**config.mk**
```make
export PLATFORM = sky130hd
export DESIGN_NAME = spi_reg_ctrl
export DESIGN_NICKNAME = d
export VERILOG_FILES = /design/src/rtl/spi_reg_ctrl.sv
export SDC_FILE = /design/constraint.sdc
export NUM_CORES = 1
export LEC_CHECK = 0
export ABC_AREA = 0
export CORE_MARGIN = 5
export CORE_UTILIZATION = 45
export CTS_CLUSTER_DIAMETER = 200
export DETAILED_ROUTE_END_ITERATION = 10
export GPL_ROUTABILITY_DRIVEN = 0
export PLACE_DENSITY_LB_ADDON = 0.2
export SYNTH_ARGS = -nofsm -noshare
export SYNTH_HDL_FRONTEND = slang
export SYNTH_SLANG_ARGS = --single-unit
```
**constraint.sdc**
```tcl
create_clock -name clk -period 2.1 [get_ports clk]
set_input_delay 0.525 -clock clk [delete_from_list [all_inputs] [get_ports clk]]
set_output_delay 0.525 -clock clk [all_outputs]
set_load 0.01 [all_outputs]
```
**src/rtl/spi_reg_ctrl.sv**
```systemverilog
// -----------------------------------------------------------------------------
// spi_reg_ctrl
//
// Write-only SPI (mode 0) slave holding the five configuration bytes of the
// PWM peripheral. Raw pad inputs are synchronised into the clk domain and
// 16-bit frames {R/W, addr[6:0], data[7:0]} are shifted in MSB first on
// synchronised SCLK rising edges. A frame is committed only if exactly 16
// bits arrived, the R/W bit is 1 (write) and the address is <= MAX_ADDR.
//
// Ports:
//   clk              system clock
//   rst_n            asynchronous active-low reset
//   sclk, copi, ncs  raw SPI pad inputs (asynchronous to clk)
//   en_reg_out_7_0   register 0x00
//   en_reg_out_15_8  register 0x01
//   en_reg_pwm_7_0   register 0x02
//   en_reg_pwm_15_8  register 0x03
//   pwm_duty_cycle   register 0x04
//   wr_strobe        one-clk pulse, coincident with the register update
//   frame_err        one-clk pulse when a frame is discarded
// -----------------------------------------------------------------------------
module spi_reg_ctrl #(
  parameter int         SYNC_STAGES = 2,
  parameter logic [6:0] MAX_ADDR    = 7'h04
) (
  input  logic       clk,
  input  logic       rst_n,
  input  logic       sclk,
  input  logic       copi,
  input  logic       ncs,
  output logic [7:0] en_reg_out_7_0,
  output logic [7:0] en_reg_out_15_8,
  output logic [7:0] en_reg_pwm_7_0,
  output logic [7:0] en_reg_pwm_15_8,
  output logic [7:0] pwm_duty_cycle,
  output logic       wr_strobe,
  output logic       frame_err
);

  localparam int         NUM_REGS   = 5;
  localparam logic [4:0] BITS_FRAME = 5'd16;
  localparam logic [4:0] BITS_OVF   = 5'd17;

  typedef enum logic [1:0] {
    S_IDLE,
    S_RECV,
    S_CHECK,
    S_COMMIT
  } state_e;

  // ---------------------------------------------------------------------------
  // Input synchronisers and edge history
  // ---------------------------------------------------------------------------
  logic [SYNC_STAGES-1:0] sclk_sync_q;
  logic [SYNC_STAGES-1:0] copi_sync_q;
  logic [SYNC_STAGES-1:0] ncs_sync_q;
  // Fills with ones after reset; its last bit says the nCS chain now carries
  // the real pad level instead of the reset preset.
  logic [SYNC_STAGES-1:0] flush_q;
  logic                   sclk_prev_q;
  logic                   ncs_prev_q;

  // NOTE: every clocked process uses non-blocking assignments so all flops
  // sample their inputs from the same pre-edge values; blocking assignments
  // here would collapse the synchroniser chain into a single stage.
  always_ff @(posedge clk or negedge rst_n) begin
    if (!rst_n) begin
      sclk_sync_q <= '0;
      copi_sync_q <= '0;
      ncs_sync_q  <= '1;
      flush_q     <= '0;
      sclk_prev_q <= 1'b0;
      ncs_prev_q  <= 1'b1;
    end else begin
      sclk_sync_q <= {sclk_sync_q[SYNC_STAGES-2:0], sclk};
      copi_sync_q <= {copi_sync_q[SYNC_STAGES-2:0], copi};
      ncs_sync_q  <= {ncs_sync_q[SYNC_STAGES-2:0], ncs};
      flush_q     <= {flush_q[SYNC_STAGES-2:0], 1'b1};
      sclk_prev_q <= sclk_sync_q[SYNC_STAGES-1];
      ncs_prev_q  <= ncs_sync_q[SYNC_STAGES-1];
    end
  end

  logic sclk_s;
  logic copi_s;
  logic ncs_s;
  logic sync_valid;
  logic sclk_rise;
  logic ncs_rise;

  assign sclk_s     = sclk_sync_q[SYNC_STAGES-1];
  assign copi_s     = copi_sync_q[SYNC_STAGES-1];
  assign ncs_s      = ncs_sync_q[SYNC_STAGES-1];
  assign sync_valid = flush_q[SYNC_STAGES-1];
  assign sclk_rise  = sclk_s & ~sclk_prev_q;
  assign ncs_rise   = ncs_s & ~ncs_prev_q;

  // ---------------------------------------------------------------------------
  // Frame FSM
  // ---------------------------------------------------------------------------
  state_e      state_q, state_d;
  logic [4:0]  cnt_q, cnt_d;
  logic [15:0] shift_q, shift_d;
  // Set once nCS has been seen high (with a flushed synchroniser) since the
  // last frame start. IDLE only starts a frame on a low nCS while armed, so a
  // frame falling during CHECK/COMMIT is still caught, yet a frame that was
  // already in progress across a reset is never resumed.
  logic        armed_q, armed_d;
  logic        wr_strobe_q, wr_strobe_d;
  logic        frame_err_q, frame_err_d;

  logic [6:0]  frame_addr;
  logic [7:0]  frame_data;
  logic        frame_ok;

  assign frame_addr = shift_q[14:8];
  assign frame_data = shift_q[7:0];
  assign frame_ok   = (cnt_q == BITS_FRAME) && shift_q[15] &&
                      (frame_addr <= MAX_ADDR);

  // NOTE: every variable driven here gets a default before the case so no
  // path leaves it unassigned, which would otherwise infer a latch.
  always_comb begin
    state_d     = state_q;
    cnt_d       = cnt_q;
    shift_d     = shift_q;
    armed_d     = armed_q;
    wr_strobe_d = 1'b0;
    frame_err_d = 1'b0;

    if (sync_valid && ncs_s) begin
      armed_d = 1'b1;
    end

    unique case (state_q)
      S_IDLE: begin
        if (armed_q && !ncs_s) begin
          state_d = S_RECV;
          cnt_d   = '0;
          shift_d = '0;
          armed_d = 1'b0;
        end
      end

      S_RECV: begin
        if (ncs_rise) begin
          state_d = S_CHECK;
        end else if (sclk_rise && !ncs_s) begin
          shift_d = {shift_q[14:0], copi_s};
          // Saturating at 17 keeps any overlong frame distinguishable.
          if (cnt_q != BITS_OVF) begin
            cnt_d = cnt_q + 5'd1;
          end
        end
      end

      S_CHECK: begin
        if (frame_ok) begin
          state_d = S_COMMIT;
        end else begin
          frame_err_d = 1'b1;
          state_d     = S_IDLE;
        end
      end

      S_COMMIT: begin
        wr_strobe_d = 1'b1;
        state_d     = S_IDLE;
      end

      default: state_d = S_IDLE;
    endcase
  end

  always_ff @(posedge clk or negedge rst_n) begin
    if (!rst_n) begin
      state_q     <= S_IDLE;
      cnt_q       <= '0;
      shift_q     <= '0;
      armed_q     <= 1'b0;
      wr_strobe_q <= 1'b0;
      frame_err_q <= 1'b0;
    end else begin
      state_q     <= state_d;
      cnt_q       <= cnt_d;
      shift_q     <= shift_d;
      armed_q     <= armed_d;
      wr_strobe_q <= wr_strobe_d;
      frame_err_q <= frame_err_d;
    end
  end

  // ---------------------------------------------------------------------------
  // Register file
  // ---------------------------------------------------------------------------
  logic [7:0] regs_q [NUM_REGS];

  // NOTE: this small array is a bank of control flops, not a RAM; its reset
  // value is architecturally visible, so every entry is reset explicitly.
  always_ff @(posedge clk or negedge rst_n) begin
    if (!rst_n) begin
      for (int i = 0; i < NUM_REGS; i++) begin
        regs_q[i] <= '0;
      end
    end else if (state_q == S_COMMIT) begin
      for (int i = 0; i < NUM_REGS; i++) begin
        if (frame_addr == 7'(i)) begin
          regs_q[i] <= frame_data;
        end
      end
    end
  end

  assign en_reg_out_7_0  = regs_q[0];
  assign en_reg_out_15_8 = regs_q[1];
  assign en_reg_pwm_7_0  = regs_q[2];
  assign en_reg_pwm_15_8 = regs_q[3];
  assign pwm_duty_cycle  = regs_q[4];
  assign wr_strobe       = wr_strobe_q;
  assign frame_err       = frame_err_q;

endmodule

```
## After elaboration in Yosys (flattened, before gate mapping)

Index checks and enable logic that the tools add are counted.

- Multiplexer cells: 19
- Reductions and logical operators: 17
- $mul: 0
- Add/subtract/negate cells: 1
- Shift-type cells: 0
- Bitwise gates (word level): 4
- Order comparisons: 1
- Equal/unequal tests: 14
- Div/mod/pow operators: 0

Operators by type and width:

| operator | count |
|---|---|
| $mux 16 | 3 |
| $pmux 16 s2 | 1 |
| $mux 5 | 4 |
| $eq 7x2->1 const B | 2 |
| $reduce_and 2->1 | 6 |
| $ne 2x2->1 const B | 5 |
| $pmux 5 s2 | 1 |
| $pmux 2 s4 | 1 |
| $eq 7x1->1 const B | 1 |
| $eq 7x3->1 const B | 1 |
| $le 7x3->1 const B | 1 |
| $logic_not 7->1 | 1 |
| $mux 1 | 6 |
| $mux 2 | 3 |
| $add 5x1->5 const B | 1 |
| $eq 5x5->1 const B | 1 |
| $logic_and 1x1->1 | 5 |
| $ne 5x5->1 const B | 1 |
| $reduce_and 5->1 | 1 |
| $eq 2x2->1 const B | 2 |
| $reduce_and 4->1 | 1 |
| $and 1x1->1 | 2 |
| $eq 2x1->1 const B | 1 |
| $logic_not 2->1 | 1 |
| other kinds (3) | 4 |

- ROM bits: 0
- Memories kept: 0
- Bits in latches: 0
- Word-level logic and storage cells: 73
- Input bits: 5
- Flip-flop bits (word level): 76
- Memory bits (writable): 0
- Output and inout bits: 42

## Logic depth before layout (Yosys ltp)

- Depth after elaboration: 6
- Gate-level depth with buffers: 7

## Least setup slack after synthesis

Ideal clock, no wire load.

- Path kind: register -> register
- Start: register shift_q[13]
- End: register regs_q (netlist bit en_reg_out_15_8[0])
- Stages on the path, launching flop included: 6
- Buffers on the path: 1
- Clock period less this slack: 2211 ps
- Arrival time: 2086 ps
- Setup slack: -111 ps
- Cell sequence: dfrtp_1 -> or4_4 -> or3_1 -> buf_4 -> nor3b_4 -> mux2_2

- Cells in the longest elaborated chain, start to end: 2

RTL lines:

| what | RTL line | RTL |
|---|---|---|
| start, declared | 103 | `logic [15:0] shift_q, shift_d;` |
| start signal, assigned | 186 | `shift_q <= shift_d;` |
| $eq 7x1->1 | 207 | `if (frame_addr == 7'(i)) begin` |
| $reduce_and 2->1 (no source line) | -- |  |
| end signal, assigned by index | 208 | `regs_q[i] <= frame_data;` |
| end, declared | 196 | `logic [7:0] regs_q [NUM_REGS];` |

Every way passes these cells.
A chain may end at the register's enable or synchronous reset.

## Worst setup path after layout

- Start: register shift_q[13]
- End: register regs_q (netlist bit en_reg_out_15_8[1])

Same word-level chain as after synthesis.

==> flow_summary.rst <==
.. list-table::
   :header-rows: 1

   * - Metric
     - Value
   * - Number of hold buffers added after CTS
     - 0
   * - Cells after Synth
     - around 230
   * - Run status
     - finished, violations left
   * - Clock sink count
     - between 70 and 80
   * - Power per unit of standard cell area
     - 789 nW/um2
   * - Number of H-tree levels
     - 3
   * - Fin crit period
     - 2.14 ns
   * - Final clock skew
     - roughly 0.011 ns
   * - Leading cell type in the layout, fill and taps excluded
     - dfrtp_1
   * - Violations in the final reports
     - setup timing
   * - Worst-case headroom to the max-slew limit
     - 0.582
   * - Accumulated negative setup slack
     - -0.361 ns
   * - Layout area overhead
     - 32.1%
   * - Post-CTS clock slew at the launch and capture registers of the worst setup and hold paths
     - 0.07 ns
   * - Antenna fix cells
     - 0
   * - First-pass iteration count of the detailed router
     - 4
   * - Non-Filler Instances
     - between 300 and 400
   * - Initial antenna violation count
     - 0
   * - Cell chain of the critical path
     - or4_4 -> or3_4 -> nor3b_4 -> buf_4 -> mux2_2
   * - Initial Util
     - 0.466
   * - Residual DRC count
     - 0
   * - Setup Buffers After CTS
     - 0
   * - Sw Share
     - 0.246
   * - Skew-Pair Late Insertion Delay
     - 0.34 ns
   * - Average footprint of a synthesized cell
     - between 10 and 15 um2
   * - Via/cell ratio
     - between 5 and 6
   * - Global-route wire length before repair
     - between 9 and 10 mm
   * - Slew at the pin closest to its max-slew limit
     - slightly above 0.6 ns
   * - Fin crit share
     - 1.02
   * - Largest fanout on the critical path
     - 4
   * - Cell with the biggest individual delay on the critical path
     - or4_4
   * - Vias in the first global route
     - 1888
   * - Post-detailed-route count of antenna-violating nets
     - 0
   * - Share of total power in combinational logic
     - 0.104
   * - Kind of capture point of the worst setup path
     - flop
   * - First DRT Iteration DRCs
     - around 110
   * - Critical path buffers and inverters
     - 1
   * - Total routing resource utilization after global routing
     - 0.144
   * - Unique masters post-synth
     - 34
   * - Power consumption
     - between 3 and 4 mW
   * - Leakage power
     - roughly 1.8 nW
   * - Final worst-path setup slack
     - -0.0398 ns
   * - Number of warnings issued by yosys
     - 0
   * - Dpl cells
     - 360
   * - Synth Cell Area
     - 2970 um2
   * - Classification of the worst-slack hold path
     - in2async
   * - HPWL after detailed placement
     - between 3 and 4 mm
   * - Highest-count cells in the layout ignoring fill and taps
     - 73 x dfrtp_1, 45 x clkdlybuf4s50_1, 42 x nand2_1, 24 x mux2_2, 20 x o21ai_0
   * - Clk buf depth
     - 2
   * - DR WL/cell
     - around 15 um
   * - Number of port buffers
     - 46
   * - DIE AREA
     - approximately 8300 um2
   * - Internal power component
     - approximately 2.3 mW
   * - Core Rows
     - 29
   * - Relative contribution of the clock network to total power
     - 0.378
   * - Portion of total power attributed to sequential cells
     - 0.517
   * - Die boundary height
     - between 90 and 100 um
   * - Slew Limit Fails
     - 0
   * - CTS root buf
     - clkbuf_8
   * - Number of flip-flops and latches in the synthesized netlist
     - 76
   * - Endpoints failing hold
     - 0
   * - Startpoint class of the critical path
     - flop
   * - Routed Wire Length
     - 5.64 mm
   * - Via Count
     - approximately 1900
   * - Data arrival time of the critical path
     - between 2 and 2.5 ns
   * - Category of the critical setup timing path
     - reg2reg
   * - Total clock buffers created by CTS
     - 9
   * - Total nets after synthesis
     - around 240
   * - Max-cap violation count
     - 0
   * - Switching pwr
     - 0.762 mW
   * - Ratio of cells with drive above 1 in the final layout
     - 0.278
   * - Cell class contributing the biggest share of worst-path delay
     - simple AND/OR/NAND/NOR gates
   * - Path depth of the worst reg2reg path
     - 5
   * - Worst EP required
     - around 2.3 ns
   * - Worst slack on hold paths
     - between 0.15 and 0.2 ns
   * - Largest voltage drop on the vdd net
     - around 0.00044 V
   * - Number of I/O pins
     - 47
   * - # setup viols final
     - 16
   * - Setup repair after global routing missed its margin
     - true
   * - Clock tree from TritonCTS
     - yes
   * - Maximum number of pins on one net before global-route repair
     - 77
   * - Horizontal extent of the die
     - 91.3 um
   * - Worst path max stage delay
     - between 0.5 and 0.6 ns
   * - Core area
     - ~6400 um2
   * - Depth of the critical timing path with buffers and inverters included
     - 5
   * - Post-synthesis sequential area ratio
     - 0.641
   * - Maximum operating frequency
     - 0.467 GHz
   * - Fin nets
     - a little over 300
   * - GRT Residual Overflow
     - 0
## power by group through the flow
stage               clock, mW  sequential [mW]  combinational, mW
finish                   1.17             1.60              0.324
detailed placement          0             1.63              0.319
CTS                      1.21             1.60              0.322
global placement            0             1.63              0.316
global route             1.28             1.61              0.368
floorplan                   0             1.62              0.184
## final timing paths
check,start,endpoint,slack (ns)
worst max-delay path,shift_q[13]$_DFFE_PN0P_,en_reg_out_15_8[1]$_DFFE_PN0P_,-0.04
worst min register to register,copi_sync_q[0]$_DFF_PN0_,copi_sync_q[1]$_DFF_PN0_,0.35
worst max register to register,shift_q[13]$_DFFE_PN0P_,en_reg_out_15_8[1]$_DFFE_PN0P_,-0.04
worst min-delay path,rst_n,flush_q[0]$_DFF_PN0_,0.19
max in group asynchronous,rst_n,cnt_q[1]$_DFFE_PN0P_,1.58
min in group clk,copi_sync_q[0]$_DFF_PN0_,copi_sync_q[1]$_DFF_PN0_,0.35
## per-layer routing
metal / wire length [um] / vias to the layer above / global-route usage
met4: 71 / 0 / 0.0587
met2: 2510 / 41 / 0.195
li1: - / 908 / -
met3: 285 / 6 / 0.0405
met5: 0 / - / 0
met1: 2780 / 951 / 0.215
## sequential cells by signal, indices dropped and copies added, names as in the netlist, 2 cells and up
| signal | flops |
|---|---|
| shift_q | 16 |
| en_reg_out_15_8 | 8 |
| en_reg_out_7_0 | 8 |
| en_reg_pwm_15_8 | 8 |
| en_reg_pwm_7_0 | 8 |
| pwm_duty_cycle | 8 |
| cnt_q | 5 |
| copi_sync_q | 2 |
| flush_q | 2 |
| ncs_sync_q | 2 |
| sclk_sync_q | 2 |
| state_q | 2 |
## cells by family after synthesis
family                   share of synthesized area
AO/OA/AOI/OAI                               0.0539
adder cells (fa/ha/maj)                     0.0126
multiplexers                                 0.158
AND/OR/NAND/NOR                              0.113
buffers and inverters                       0.0202
other                                      0.00126
flip-flops                                   0.641
## area by class of cell
class / instances / area (um2)
inverter: 5 / 18.8
sequential: 76 / 1910
timing repair buffer: 64 / 626
clock inverter: 5 / 78.8
tap: 77 / 96.3
clock buffer: 11 / 131
fill: 508 / 2460
multi-input combinational: 138 / 1070
## repair_timing
action / 4_1_cts / 5_1_grt
cloned: 0 / 0
pin swaps: 1 / 0
gates resized for setup: 10 / 8
endpoints found under the hold margin: 0 / 0
endpoints found under the setup margin: 32 / 32
## Yosys cell counts, drive strengths merged
| cell type | count | area, um2 |
|---|---|---|
| nor3b | 4 | 52.6 |
| inv | 5 | 18.8 |
| or3 | 2 | 12.5 |
| nor2 | 4 | 17.5 |
| nor4b | 2 | 17.5 |
| o21a | 1 | 7.51 |
| o31ai | 1 | 7.51 |
| dfrtp | 73 | 1830 |
| a21oi | 3 | 15.0 |
| clkbuf | 8 | 30.0 |
| and3 | 1 | 6.26 |
| ha | 3 | 37.5 |
| buf | 2 | 11.3 |
| nand2b | 1 | 6.26 |
| nor4 | 2 | 12.5 |
| a2111o | 1 | 11.3 |
| o21ba | 1 | 10.0 |
| nor2b | 1 | 6.26 |
| nand3b | 1 | 7.51 |
| dfstp | 3 | 78.8 |
| mux2 | 40 | 450 |
| nor3 | 1 | 16.3 |
| nand2 | 42 | 158 |
| o31a | 1 | 8.76 |
| mux2i | 2 | 20.0 |
| o21ai | 20 | 100 |
| nand3 | 1 | 5.00 |
| or4 | 2 | 18.8 |
| conb | 1 | 3.75 |
## through the flow
stage / setup slack, ns / area, um2 / util
after floorplan: -0.0894 / 2980 / -
after global placement: -0.0977 / 3650 / 0.572
after detailed placement: -0.136 / 3650 / 0.572
after CTS: -0.0468 / 3900 / 0.611
after global routing: -0.164 / 3930 / 0.615
final: -0.0398 / 3930 / 0.615
(Power assumes the default switching activity.)
